**src/rtl/decode_pkg.sv**
```systemverilog
// Shared decode definitions: opcode classes, ALU operation codes, the XLEN-free
// control bundle and immediate-format helpers.
package decode_pkg;

  localparam logic [4:0] OPC_LOAD   = 5'b00000;
  localparam logic [4:0] OPC_OPIMM  = 5'b00100;
  localparam logic [4:0] OPC_AUIPC  = 5'b00101;
  localparam logic [4:0] OPC_STORE  = 5'b01000;
  localparam logic [4:0] OPC_OP     = 5'b01100;
  localparam logic [4:0] OPC_LUI    = 5'b01101;
  localparam logic [4:0] OPC_BRANCH = 5'b11000;
  localparam logic [4:0] OPC_JALR   = 5'b11001;
  localparam logic [4:0] OPC_JAL    = 5'b11011;

  localparam logic [6:0] F7_ZERO   = 7'b0000000;
  localparam logic [6:0] F7_ALT    = 7'b0100000;
  localparam logic [6:0] F7_MULDIV = 7'b0000001;

  typedef enum logic [4:0] {
    ALU_ADD    = 5'd0,
    ALU_SUB    = 5'd1,
    ALU_SLL    = 5'd2,
    ALU_SLT    = 5'd3,
    ALU_SLTU   = 5'd4,
    ALU_XOR    = 5'd5,
    ALU_SRL    = 5'd6,
    ALU_SRA    = 5'd7,
    ALU_OR     = 5'd8,
    ALU_AND    = 5'd9,
    ALU_PASSB  = 5'd10,
    ALU_MUL    = 5'd11,
    ALU_MULH   = 5'd12,
    ALU_MULHSU = 5'd13,
    ALU_MULHU  = 5'd14,
    ALU_DIV    = 5'd15,
    ALU_DIVU   = 5'd16,
    ALU_REM    = 5'd17,
    ALU_REMU   = 5'd18
  } alu_code_e;

  typedef enum logic [2:0] {
    IMM_NONE = 3'd0,
    IMM_I    = 3'd1,
    IMM_S    = 3'd2,
    IMM_B    = 3'd3,
    IMM_U    = 3'd4,
    IMM_J    = 3'd5
  } imm_fmt_e;

  // PC and immediate are XLEN wide, so the full bundle typedef lives in the module.
  typedef struct packed {
    logic [4:0] rd;
    logic [4:0] rs1;
    logic [4:0] rs2;
    logic [2:0] funct3;
    alu_code_e  alu_code;
    logic       alu_src_imm;
    logic       write_reg;
    logic       write_ram;
    logic       branch;
    logic       jump;
    logic       illegal;
  } ctrl_t;

  function automatic alu_code_e base_alu(input logic [2:0] funct3, input logic arith);
    alu_code_e code;
    case (funct3)
      3'b000:  code = ALU_ADD;
      3'b001:  code = ALU_SLL;
      3'b010:  code = ALU_SLT;
      3'b011:  code = ALU_SLTU;
      3'b100:  code = ALU_XOR;
      3'b101:  code = arith ? ALU_SRA : ALU_SRL;
      3'b110:  code = ALU_OR;
      3'b111:  code = ALU_AND;
      default: code = ALU_ADD;
    endcase
    return code;
  endfunction

  function automatic alu_code_e muldiv_alu(input logic [2:0] funct3);
    alu_code_e code;
    case (funct3)
      3'b000:  code = ALU_MUL;
      3'b001:  code = ALU_MULH;
      3'b010:  code = ALU_MULHSU;
      3'b011:  code = ALU_MULHU;
      3'b100:  code = ALU_DIV;
      3'b101:  code = ALU_DIVU;
      3'b110:  code = ALU_REM;
      3'b111:  code = ALU_REMU;
      default: code = ALU_MUL;
    endcase
    return code;
  endfunction

  function automatic logic [31:0] imm32(input logic [31:0] instr, input imm_fmt_e fmt);
    logic [31:0] imm;
    case (fmt)
      IMM_I:   imm = {{20{instr[31]}}, instr[31:20]};
      IMM_S:   imm = {{20{instr[31]}}, instr[31:25], instr[11:7]};
      IMM_B:   imm = {{19{instr[31]}}, instr[31], instr[7], instr[30:25], instr[11:8], 1'b0};
      IMM_U:   imm = {instr[31:12], 12'h000};
      IMM_J:   imm = {{11{instr[31]}}, instr[31], instr[19:12], instr[20], instr[30:21], 1'b0};
      default: imm = 32'h0000_0000;
    endcase
    return imm;
  endfunction

endpackage

```
**src/rtl/decode_comb.sv**
```systemverilog
// Pure combinational RV32 instruction -> control bundle decoder.
// Define DECODE_M_EXT_EN to accept the M-extension multiply/divide encodings.
module decode_comb
  import decode_pkg::*;
#(
  parameter int XLEN = 32
) (
  input  logic [31:0]     instr_i,
  output ctrl_t           ctrl_o,
  output logic [XLEN-1:0] imm_o
);

  logic [4:0]  opc_s;
  logic [2:0]  f3_s;
  logic [6:0]  f7_s;
  alu_code_e   alu_s;
  imm_fmt_e    fmt_s;
  logic        legal_s;
  logic        illegal_s;
  logic        wr_class_s;
  logic        ram_s;
  logic        br_s;
  logic        jmp_s;
  logic        src_imm_s;
  logic [31:0] imm32_s;

  assign opc_s = instr_i[6:2];
  assign f3_s  = instr_i[14:12];
  assign f7_s  = instr_i[31:25];

  // Class decode: ALU code, immediate format, class flags and encoding legality.
  always_comb begin
    legal_s    = 1'b1;
    alu_s      = ALU_ADD;
    fmt_s      = IMM_NONE;
    wr_class_s = 1'b0;
    ram_s      = 1'b0;
    br_s       = 1'b0;
    jmp_s      = 1'b0;
    src_imm_s  = 1'b1;
    case (opc_s)
      OPC_LUI: begin
        fmt_s      = IMM_U;
        alu_s      = ALU_PASSB;
        wr_class_s = 1'b1;
      end
      OPC_AUIPC: begin
        fmt_s      = IMM_U;
        wr_class_s = 1'b1;
      end
      OPC_OPIMM: begin
        fmt_s      = IMM_I;
        wr_class_s = 1'b1;
        alu_s      = base_alu(f3_s, f7_s == F7_ALT);
        // Shift immediates reuse funct7; everything else treats it as immediate bits.
        if (f3_s == 3'b001) begin
          legal_s = (f7_s == F7_ZERO);
        end else if (f3_s == 3'b101) begin
          legal_s = (f7_s == F7_ZERO) || (f7_s == F7_ALT);
        end else begin
          legal_s = 1'b1;
        end
      end
      OPC_OP: begin
        wr_class_s = 1'b1;
        src_imm_s  = 1'b0;
        if (f7_s == F7_ZERO) begin
          alu_s = base_alu(f3_s, 1'b0);
        end else if (f7_s == F7_ALT) begin
          if (f3_s == 3'b000) begin
            alu_s = ALU_SUB;
          end else if (f3_s == 3'b101) begin
            alu_s = ALU_SRA;
          end else begin
            legal_s = 1'b0;
          end
        end else if (f7_s == F7_MULDIV) begin
`ifdef DECODE_M_EXT_EN
          alu_s = muldiv_alu(f3_s);
`else
          legal_s = 1'b0;
`endif
        end else begin
          legal_s = 1'b0;
        end
      end
      OPC_LOAD: begin
        fmt_s      = IMM_I;
        wr_class_s = 1'b1;
        legal_s    = (f3_s != 3'b011) && (f3_s != 3'b110) && (f3_s != 3'b111);
      end
      OPC_STORE: begin
        fmt_s   = IMM_S;
        ram_s   = 1'b1;
        legal_s = (f3_s < 3'b011);
      end
      OPC_JAL: begin
        fmt_s      = IMM_J;
        wr_class_s = 1'b1;
        jmp_s      = 1'b1;
      end
      OPC_JALR: begin
        fmt_s      = IMM_I;
        wr_class_s = 1'b1;
        jmp_s      = 1'b1;
        legal_s    = (f3_s == 3'b000);
      end
      OPC_BRANCH: begin
        fmt_s     = IMM_B;
        br_s      = 1'b1;
        src_imm_s = 1'b0;
        alu_s     = ALU_SUB;
        legal_s   = (f3_s != 3'b010) && (f3_s != 3'b011);
      end
      default: begin
        legal_s = 1'b0;
      end
    endcase
  end

  assign illegal_s = !legal_s || (instr_i[1:0] != 2'b11);
  assign imm32_s   = imm32(instr_i, fmt_s);
  assign imm_o     = XLEN'(signed'(imm32_s));

  // Bundle assembly; illegal entries carry no side-effecting flags.
  always_comb begin
    ctrl_o             = '0;
    ctrl_o.rd          = instr_i[11:7];
    ctrl_o.rs1         = instr_i[19:15];
    ctrl_o.rs2         = instr_i[24:20];
    ctrl_o.funct3      = f3_s;
    ctrl_o.alu_code    = alu_s;
    ctrl_o.alu_src_imm = src_imm_s;
    ctrl_o.illegal     = illegal_s;
    ctrl_o.write_reg   = wr_class_s && (instr_i[11:7] != 5'd0) && !illegal_s;
    ctrl_o.write_ram   = ram_s && !illegal_s;
    ctrl_o.branch      = br_s && !illegal_s;
    ctrl_o.jump        = jmp_s && !illegal_s;
  end

endmodule

```
**src/rtl/decode_stage.sv**
```systemverilog
// Registered, handshaked RV32 decode stage with a 2-entry output buffer.
// Define DECODE_M_EXT_EN to decode M-extension instructions.
module decode_stage
  import decode_pkg::*;
#(
  parameter int XLEN = 32
) (
  input  logic            clk,
  input  logic            rst,
  input  logic            flush,
  input  logic            in_valid,
  output logic            in_ready,
  input  logic [31:0]     in_instr,
  input  logic [XLEN-1:0] in_pc,
  output logic            out_valid,
  input  logic            out_ready,
  output logic [XLEN-1:0] out_pc,
  output logic [4:0]      out_rd,
  output logic [4:0]      out_rs1,
  output logic [4:0]      out_rs2,
  output logic [2:0]      out_funct3,
  output logic [XLEN-1:0] out_imm,
  output logic [4:0]      out_aluCode,
  output logic            out_aluSrcImm,
  output logic            out_writeReg,
  output logic            out_writeRam,
  output logic            out_branch,
  output logic            out_jump,
  output logic            out_illegal
);

  typedef struct packed {
    logic [XLEN-1:0] pc;
    logic [XLEN-1:0] imm;
    ctrl_t           ctrl;
  } bundle_t;

  bundle_t         new_s;
  bundle_t         head_q, head_d;
  bundle_t         tail_q, tail_d;
  logic [1:0]      count_q, count_d;
  logic            push_s;
  logic            pop_s;
  ctrl_t           ctrl_s;
  logic [XLEN-1:0] imm_s;

  decode_comb #(
    .XLEN (XLEN)
  ) u_decode_comb (
    .instr_i (in_instr),
    .ctrl_o  (ctrl_s),
    .imm_o   (imm_s)
  );

  assign new_s.pc   = in_pc;
  assign new_s.imm  = imm_s;
  assign new_s.ctrl = ctrl_s;

  assign in_ready  = (count_q != 2'd2);
  assign out_valid = (count_q != 2'd0);
  assign push_s    = in_valid && in_ready;
  assign pop_s     = out_valid && out_ready;

  // Buffer next state: head is always slot 0, so the outputs come straight from a register.
  always_comb begin
    head_d  = head_q;
    tail_d  = tail_q;
    count_d = count_q;
    if (flush) begin
      count_d = 2'd0;
    end else begin
      case ({push_s, pop_s})
        2'b10: begin
          if (count_q == 2'd0) begin
            head_d = new_s;
          end else begin
            tail_d = new_s;
          end
          count_d = count_q + 2'd1;
        end
        2'b01: begin
          head_d  = tail_q;
          count_d = count_q - 2'd1;
        end
        2'b11: begin
          // Push needs count < 2 and pop needs count > 0, so count is 1 here.
          head_d = new_s;
        end
        default: begin
          count_d = count_q;
        end
      endcase
    end
  end

  // Buffer state registers.
  always_ff @(posedge clk) begin
    if (rst) begin
      count_q <= 2'd0;
      head_q  <= '0;
      tail_q  <= '0;
    end else begin
      count_q <= count_d;
      head_q  <= head_d;
      tail_q  <= tail_d;
    end
  end

  assign out_pc        = head_q.pc;
  assign out_imm       = head_q.imm;
  assign out_rd        = head_q.ctrl.rd;
  assign out_rs1       = head_q.ctrl.rs1;
  assign out_rs2       = head_q.ctrl.rs2;
  assign out_funct3    = head_q.ctrl.funct3;
  assign out_aluCode   = head_q.ctrl.alu_code;
  assign out_aluSrcImm = head_q.ctrl.alu_src_imm;
  assign out_writeReg  = head_q.ctrl.write_reg;
  assign out_writeRam  = head_q.ctrl.write_ram;
  assign out_branch    = head_q.ctrl.branch;
  assign out_jump      = head_q.ctrl.jump;
  assign out_illegal   = head_q.ctrl.illegal;

endmodule
```
**config.mk**
```make
export PLATFORM = sky130hd
export DESIGN_NAME = decode_stage
export DESIGN_NICKNAME = d
export VERILOG_FILES = /design/src/rtl/decode_pkg.sv /design/src/rtl/decode_comb.sv /design/src/rtl/decode_stage.sv
export SDC_FILE = /design/constraint.sdc
export NUM_CORES = 1
export LEC_CHECK = 0
export CAP_MARGIN = 25
export CORE_MARGIN = 10
export CORE_UTILIZATION = 30
export CTS_CLUSTER_DIAMETER = 200
export DETAILED_ROUTE_END_ITERATION = 6
export SLEW_MARGIN = 20
export SYNTH_ARGS = -nofsm -noshare
export SYNTH_HDL_FRONTEND = slang
export SYNTH_SLANG_ARGS = --single-unit
export TNS_END_PERCENT = 50
```
**constraint.sdc**
```tcl
create_clock -name clk -period 4.6 [get_ports clk]
set_clock_uncertainty 0.15 [all_clocks]
set_input_delay 0.69 -clock clk [delete_from_list [all_inputs] [get_ports clk]]
set_output_delay 0.69 -clock clk [all_outputs]
set_load 0.02 [all_outputs]
```
==> reports/metrics.cfg, run 1 <==
[synthesis]
yosysTopAreaCell=dfxtp_1
synth_edf_count=0
syn_avg_cell_area_um2=8.391
synthDistinctLibCells=62
syn_inst=978
ys_ff_latch=186
ys_dominant_reg_cell=dfxtp_1
synth_common_cells=dfxtp_1 (186), nand2_1 (160), nor2_1 (128)
synth.top_cell.area_share_pct=45.37
synthArstFlopShare_pct=0
synth_warnings=0
synthesis.area_um2=8207
syn_nets=1054
yosys.cell_count.top_type=dfxtp_1
ys_top_cells_by_area=dfxtp_1 (45%), nand2_1 (7.3%), a211oi_1 (7.1%)
ys_seq_area_share_pct=45.37

[timing]
max_freq_mhz=310.0
slew_headroom_pct=36.56
worst_slew_pin_slew_ps=951.6
setup_tns_ps=0
drv_slew=0
finalSetupViolCount=0
period_needed_ps=3226
rsz0062_at_grt=no
fin_crit_sh_pct=70.12
hold_violations=0
layout_setup_ws_ps=1374

[placement]
port_buffers=162
place_ws_ps=879.1
globalplace.congestion=0.8067
dp_cells=1404
dpl.hpwl_um=16500

[die]
start_util_pct=30.45
die_area_um2=34370
coreArea_um2=26950
die_w_um=185.4
rows=60
io_pins=164
dieHeight_um=185.4

[routing]
first_iter_violations=502
num_vias=7157
drc=0
dr.pass1.iters=5
wl_um=24560
post_drt_wl_per_cell_um=17.11
routed_via_density=4.987
ant_nets=0

[clock_tree]
cts_setup_buffers=0
cts_inserted_buffers=17
cts_hold_buf=0
cts_tree=yes
clock_sinks=186
cts-root-buf=clkbuf_16
clkLatencyLatePin_ps=430
cts_max_level=4
post_cts_resized=0
ctsLongestPathBuffers=2
clk_pin_slew_ps=70

[power]
power_density_nw_per_um2=351.4
max-vdd-ir-drop_mv=0.1882
leakagePower_nw=3.429
power.total_w=0.003704

[global_routing]
grt_use_total_pct=13.89
grt_start_max_net_pins=121
overflow=0
grt_pass1_vias=6869
grt_pass1_wl_um=38090
grt_antenna_before_repair=1

[flow_run]
cap_violations=0

[critical_path]
critPathLaunch=out_ready
required_ps=4760
critPathKind=in2reg
path_cells=clkdlybuf4s50_1 > nand2_1 > inv_1 > ha_4 > clkinv_1 > or3_1 > o21ai_0 > nor3_1
crit_fanout=31
end_kind=register
max_stage_delay_ps=800
arrival_ps=3380
crit_path_top_delay_cell=clkinv_1
reg2regPathDepth=8
r2r_start=count_q[0]
crit_path_start_kind=input pin

[cells_and_area]
diodes=0
nets=1158
area_growth_pct=28.43
fin_cells=1435
drive_gt1_share_pct=5.393

[min_path]
whs_path_depth=2
min_path_type=reg2reg
min_from=out_aluCode[2]

[outcome]
status=finished, final reports clean

-- cell usage in the layout (no fill, tap or decap), types with 6 or more instances in the layout --
master and n:
a31oi_1 14, a21oi_1 103, nand2_1 159, clkbuf_16 17, clkdlybuf4s50_1 161, dfxtp_1 186
nor2_1 127, o21ai_0 11, a211oi_1 78, a22oi_1 9, nor3_1 16, inv_1 9
ha_1 6, nand3_1 13, a211o_1 11, buf_4 6, mux2i_1 51, nand2b_1 18
a221oi_1 6
-- worst max-delay path, delay by kind of cell --
family / cells / cell delay [ps]
AO/OA/AOI/OAI: 1 / 80
adder cells (fa/ha/maj): 1 / 510
buffers and inverters: 3 / 1360
AND/OR/NAND/NOR: 3 / 730
-- path summary, 6_finish.rpt --
check / to / slack [ps]
setup / recovery: out_aluCode[3] / 1370
hold / removal: out_aluCode[2] / 300
setup reg to reg: out_aluCode[3] / 1520
hold reg to reg: out_aluCode[2] / 300
-- report_power, final --
group	total [W]	leakage [nW]	switching (W)	internal, W
sequential	0.00172	1.51	0.0000388	0.00168
combinational	0.000596	1.65	0.000342	0.000254
clock	0.00138	0.262	0.000633	0.000752
total	0.00370	3.43	0.00101	0.00269
-- registers in the layout (all words and copies together), names as in the netlist --
register and cells:
count_q 2, out_aluCode 4, out_aluSrcImm 1, out_branch 1
out_funct3 3, out_illegal 1, out_imm 32, out_jump 1
out_pc 32, out_rd 5, out_rs1 5, out_rs2 5
out_writeRam 1, out_writeReg 1, tail_q 92
-- area by class of cell --
type	instances	area [µm²]
Fill cell	2669	16410
Multi-Input combinational cell	695	4054
Sequential cell	186	3724
Timing Repair Buffer	172	1748
Clock buffer	23	488.0
Tap cell	341	426.7
Clock inverter	8	62.56
Inverter	10	37.54
-- logic make-up after synthesis --
family,count (synthesis),synth area share [%]
simple gates,368,19.77
other cells,1,0.04569
compound gates,263,21.25
buf+inv,97,5.534
mux,53,6.632
flops,186,45.37
fa+ha+maj,7,1.067
xor+xnor,3,0.3202
-- metrics by stage --
stage | util, % | hold slack [ps] | cell area [µm²]
finish | 39.11 | 298.9 | 10540
global route | 39.11 | 318.9 | 10540
CTS | 39.11 | 304.5 | 10540
detailed placement | 37.07 | 295.7 | 9990
global placement | 37.07 | 286.2 | 9990
floorplan | - | 277.5 | 8207
-- per-layer routing --
layer / up-vias / track usage (%) / part of all wire [%]
li1: 3644 / - / -
met2: 183 / 21.98 / 46
met1: 3309 / 18.30 / 47
met4: 2 / 3.576 / 1.2
met3: 19 / 3.605 / 6.4
met5: - / 0 / 0.037
No activity file was read; power rests on OpenSTA's default activity.
==> run 2: changes to the inputs <==
==> constraint.sdc (replaced) <==
create_clock -name clk -period 3.3 [get_ports clk]
set_clock_uncertainty 0.15 [all_clocks]
set_input_delay 0.495 -clock clk [delete_from_list [all_inputs] [get_ports clk]]
set_output_delay 0.495 -clock clk [all_outputs]
set_load 0.02 [all_outputs]
==> run 2 against run 1 <==
  * Worst hold slack gained 2.7 ps
  * Die area is the same
  * Highest routed layer is now met4
  * Non-clock buffer count grew 25
  * Clock power grew 56%
  * Sequential share of layout area shrank 1.0 points
  * Register-to-register slack lost 660 ps
  * Wire length grew 1.1%
==> reports/metrics.cfg, run 2 (same netlist as run 1, synthesis figures left out) <==
[die]
rows=60  ; unchanged
die_area_um2=34370  ; unchanged
start_util_pct=30.45  ; unchanged
coreArea_um2=26950  ; unchanged
die_w_um=185.4  ; unchanged
dieHeight_um=185.4  ; unchanged
io_pins=164  ; unchanged

[cells_and_area]
drive_gt1_share_pct=7.589  ; +2.2 points
nets=1183  ; +2.2%
area_growth_pct=32.25
final_cell_mix=dfxtp_1 (186), clkdlybuf4s50_1 (161), nand2_1 (159)
regMostFlops=tail_q
final_common_cell=dfxtp_1
final_util_pct=40.27  ; +1.2 points
largest_reg_flops=92  ; unchanged

[critical_path]
crit_path_start_kind=input pin
end_kind=register
required_ps=3500  ; -1260 ps
arrival_ps=2740  ; -640 ps
critPathKind=in2reg
crit_fanout=10  ; -68%

[min_path]
min_path_type=reg2reg

[power]
comb_power_share_pct=15.9  ; -0.2 points
leakagePower_nw=3.594  ; +4.8%
swShare_pct=27.24  ; -0.12 points
clkPwrFrac_pct=39.7  ; +2.3 points
p_switching_w=0.001477  ; +46%
max-vdd-ir-drop_mv=0.2491  ; +32%
seq_power_share_pct=44.3  ; -2.2 points
p_int_w=0.003944  ; +47%
power_density_nw_per_um2=499.5  ; +42%
power.total_w=0.005421  ; +46%

[timing]
slew_headroom_pct=64.23  ; +28 points
hold_slack_ps=301.6  ; +2.745 ps
finalSetupViolCount=0  ; unchanged
hold_violations=0  ; unchanged
worst_slew_pin_slew_ps=536.5  ; -415.1 ps
period_needed_ps=2539
fin_crit_sh_pct=76.95
drv_slew=0  ; unchanged
setup_tns_ps=0  ; unchanged
max_freq_mhz=393.8
rsz0062_at_grt=no

[placement]
port_buffers=162  ; unchanged
dpl.hpwl_um=17110  ; +3.7%
globalplace.congestion=0.7989  ; -0.97%

[flow_run]
cap_violations=0  ; unchanged

[clock_tree]
cts_tree=yes
clk_pin_slew_ps=70  ; about the same
cts_inserted_buffers=17  ; unchanged
cts-root-buf=clkbuf_16
cts_hold_buf=0  ; unchanged
ctsLongestPathBuffers=2  ; unchanged
cts_max_level=4  ; unchanged
post_cts_resized=0  ; unchanged
clkLatencyLatePin_ps=430  ; about the same
clock_sinks=186  ; unchanged
cts_setup_buffers=0  ; unchanged

[routing]
wl_um=24820  ; +1.1%
post_drt_wl_per_cell_um=16.98  ; -0.78%
ant_nets=0  ; unchanged
drc=0  ; unchanged
dr.pass1.iters=5  ; unchanged
routed_via_density=4.968  ; -0.39%
num_vias=7263  ; +1.5%
first_iter_violations=463  ; -7.8%

[global_routing]
grt_pass1_wl_um=38650  ; +1.5%
overflow=0  ; unchanged
grt_use_total_pct=14.17  ; +0.28 points
grt_pass1_vias=6978  ; +1.6%
grt_start_max_net_pins=138  ; +14%
grt_antenna_before_repair=1  ; unchanged

[outcome]
status=finished, final reports clean

==> run 2: changes by cell type in the layout (fill, tap and decap cells not counted) <==
cell	delta
buf_16	+1
inv_8	+1
clkbuf_8	-4
inv_6	+2
diode_2	+1
bufinv_16	+3
clkinv_4	-2
clkinv_2	-1
buf_12	+3
clkinv_8	+1
buf_4	+21
clkinvlp_4	+1
==> run 2: cell type report <==
type / count / area [µm²]
diodes: 1 / 2.502
fillers: 2707 / 16100
well taps: 341 / 426.7
multi-input cells: 695 / 4054
inverters: 10 / 37.54
clock buffers: 19 / 432.9
repair buffers: 197 / 1993
flip-flops and latches: 186 / 3724
clock inverters: 13 / 182.7
==> run 2: power by group through the flow <==
stage | logic (W) | registers (W) | clock network [W]
after detailed placement | 0.000867 | 0.00245 | 0
after global routing | 0.000942 | 0.00241 | 0.00231
after global placement | 0.000862 | 0.00245 | 0
final | 0.000865 | 0.00240 | 0.00215
after floorplan | 0.000383 | 0.00254 | 0
after CTS | 0.000870 | 0.00240 | 0.00222
==> run 2: layer usage <==
layer / track usage [%] / up-vias / wire length (µm)
met2: 22.83 / 164 / 11870
met5: 0 / - / 0
met3: 4.408 / 18 / 1748
li1: - / 3705 / -
met4: 3.511 / 0 / 271
met1: 17.93 / 3376 / 10930
==> run 2: critical path: stages <==
cell	delay [ps]
clkdlybuf4s50_1	590
inv_1	130
ha_1	320
nor4b_2	320
o221ai_2	170
a21oi_4	320
nand4_1	150
a211oi_2	240
==> run 2: per-stage QoR <==
stage	std cells	setup WS, ps	cell area (µm²)
after floorplan	978	1002	8207
after global placement	1428	365.6	10210
after global routing	1462	604.3	10850
after detailed placement	1428	330.5	10210
after CTS	1460	769.5	10820
final	1462	760.6	10850
==> run 2: path summary, 6_finish.rpt <==
path / from / cells after the start / endpoint / slack [ps]
min: tail_q[3] / 2 / tail_q[3] / 300
min reg2reg: tail_q[3] / 2 / tail_q[3] / 300
max: in_instr[13] / 8 / out_branch / 760
max reg2reg: count_q[1] / 8 / tail_q[34] / 860
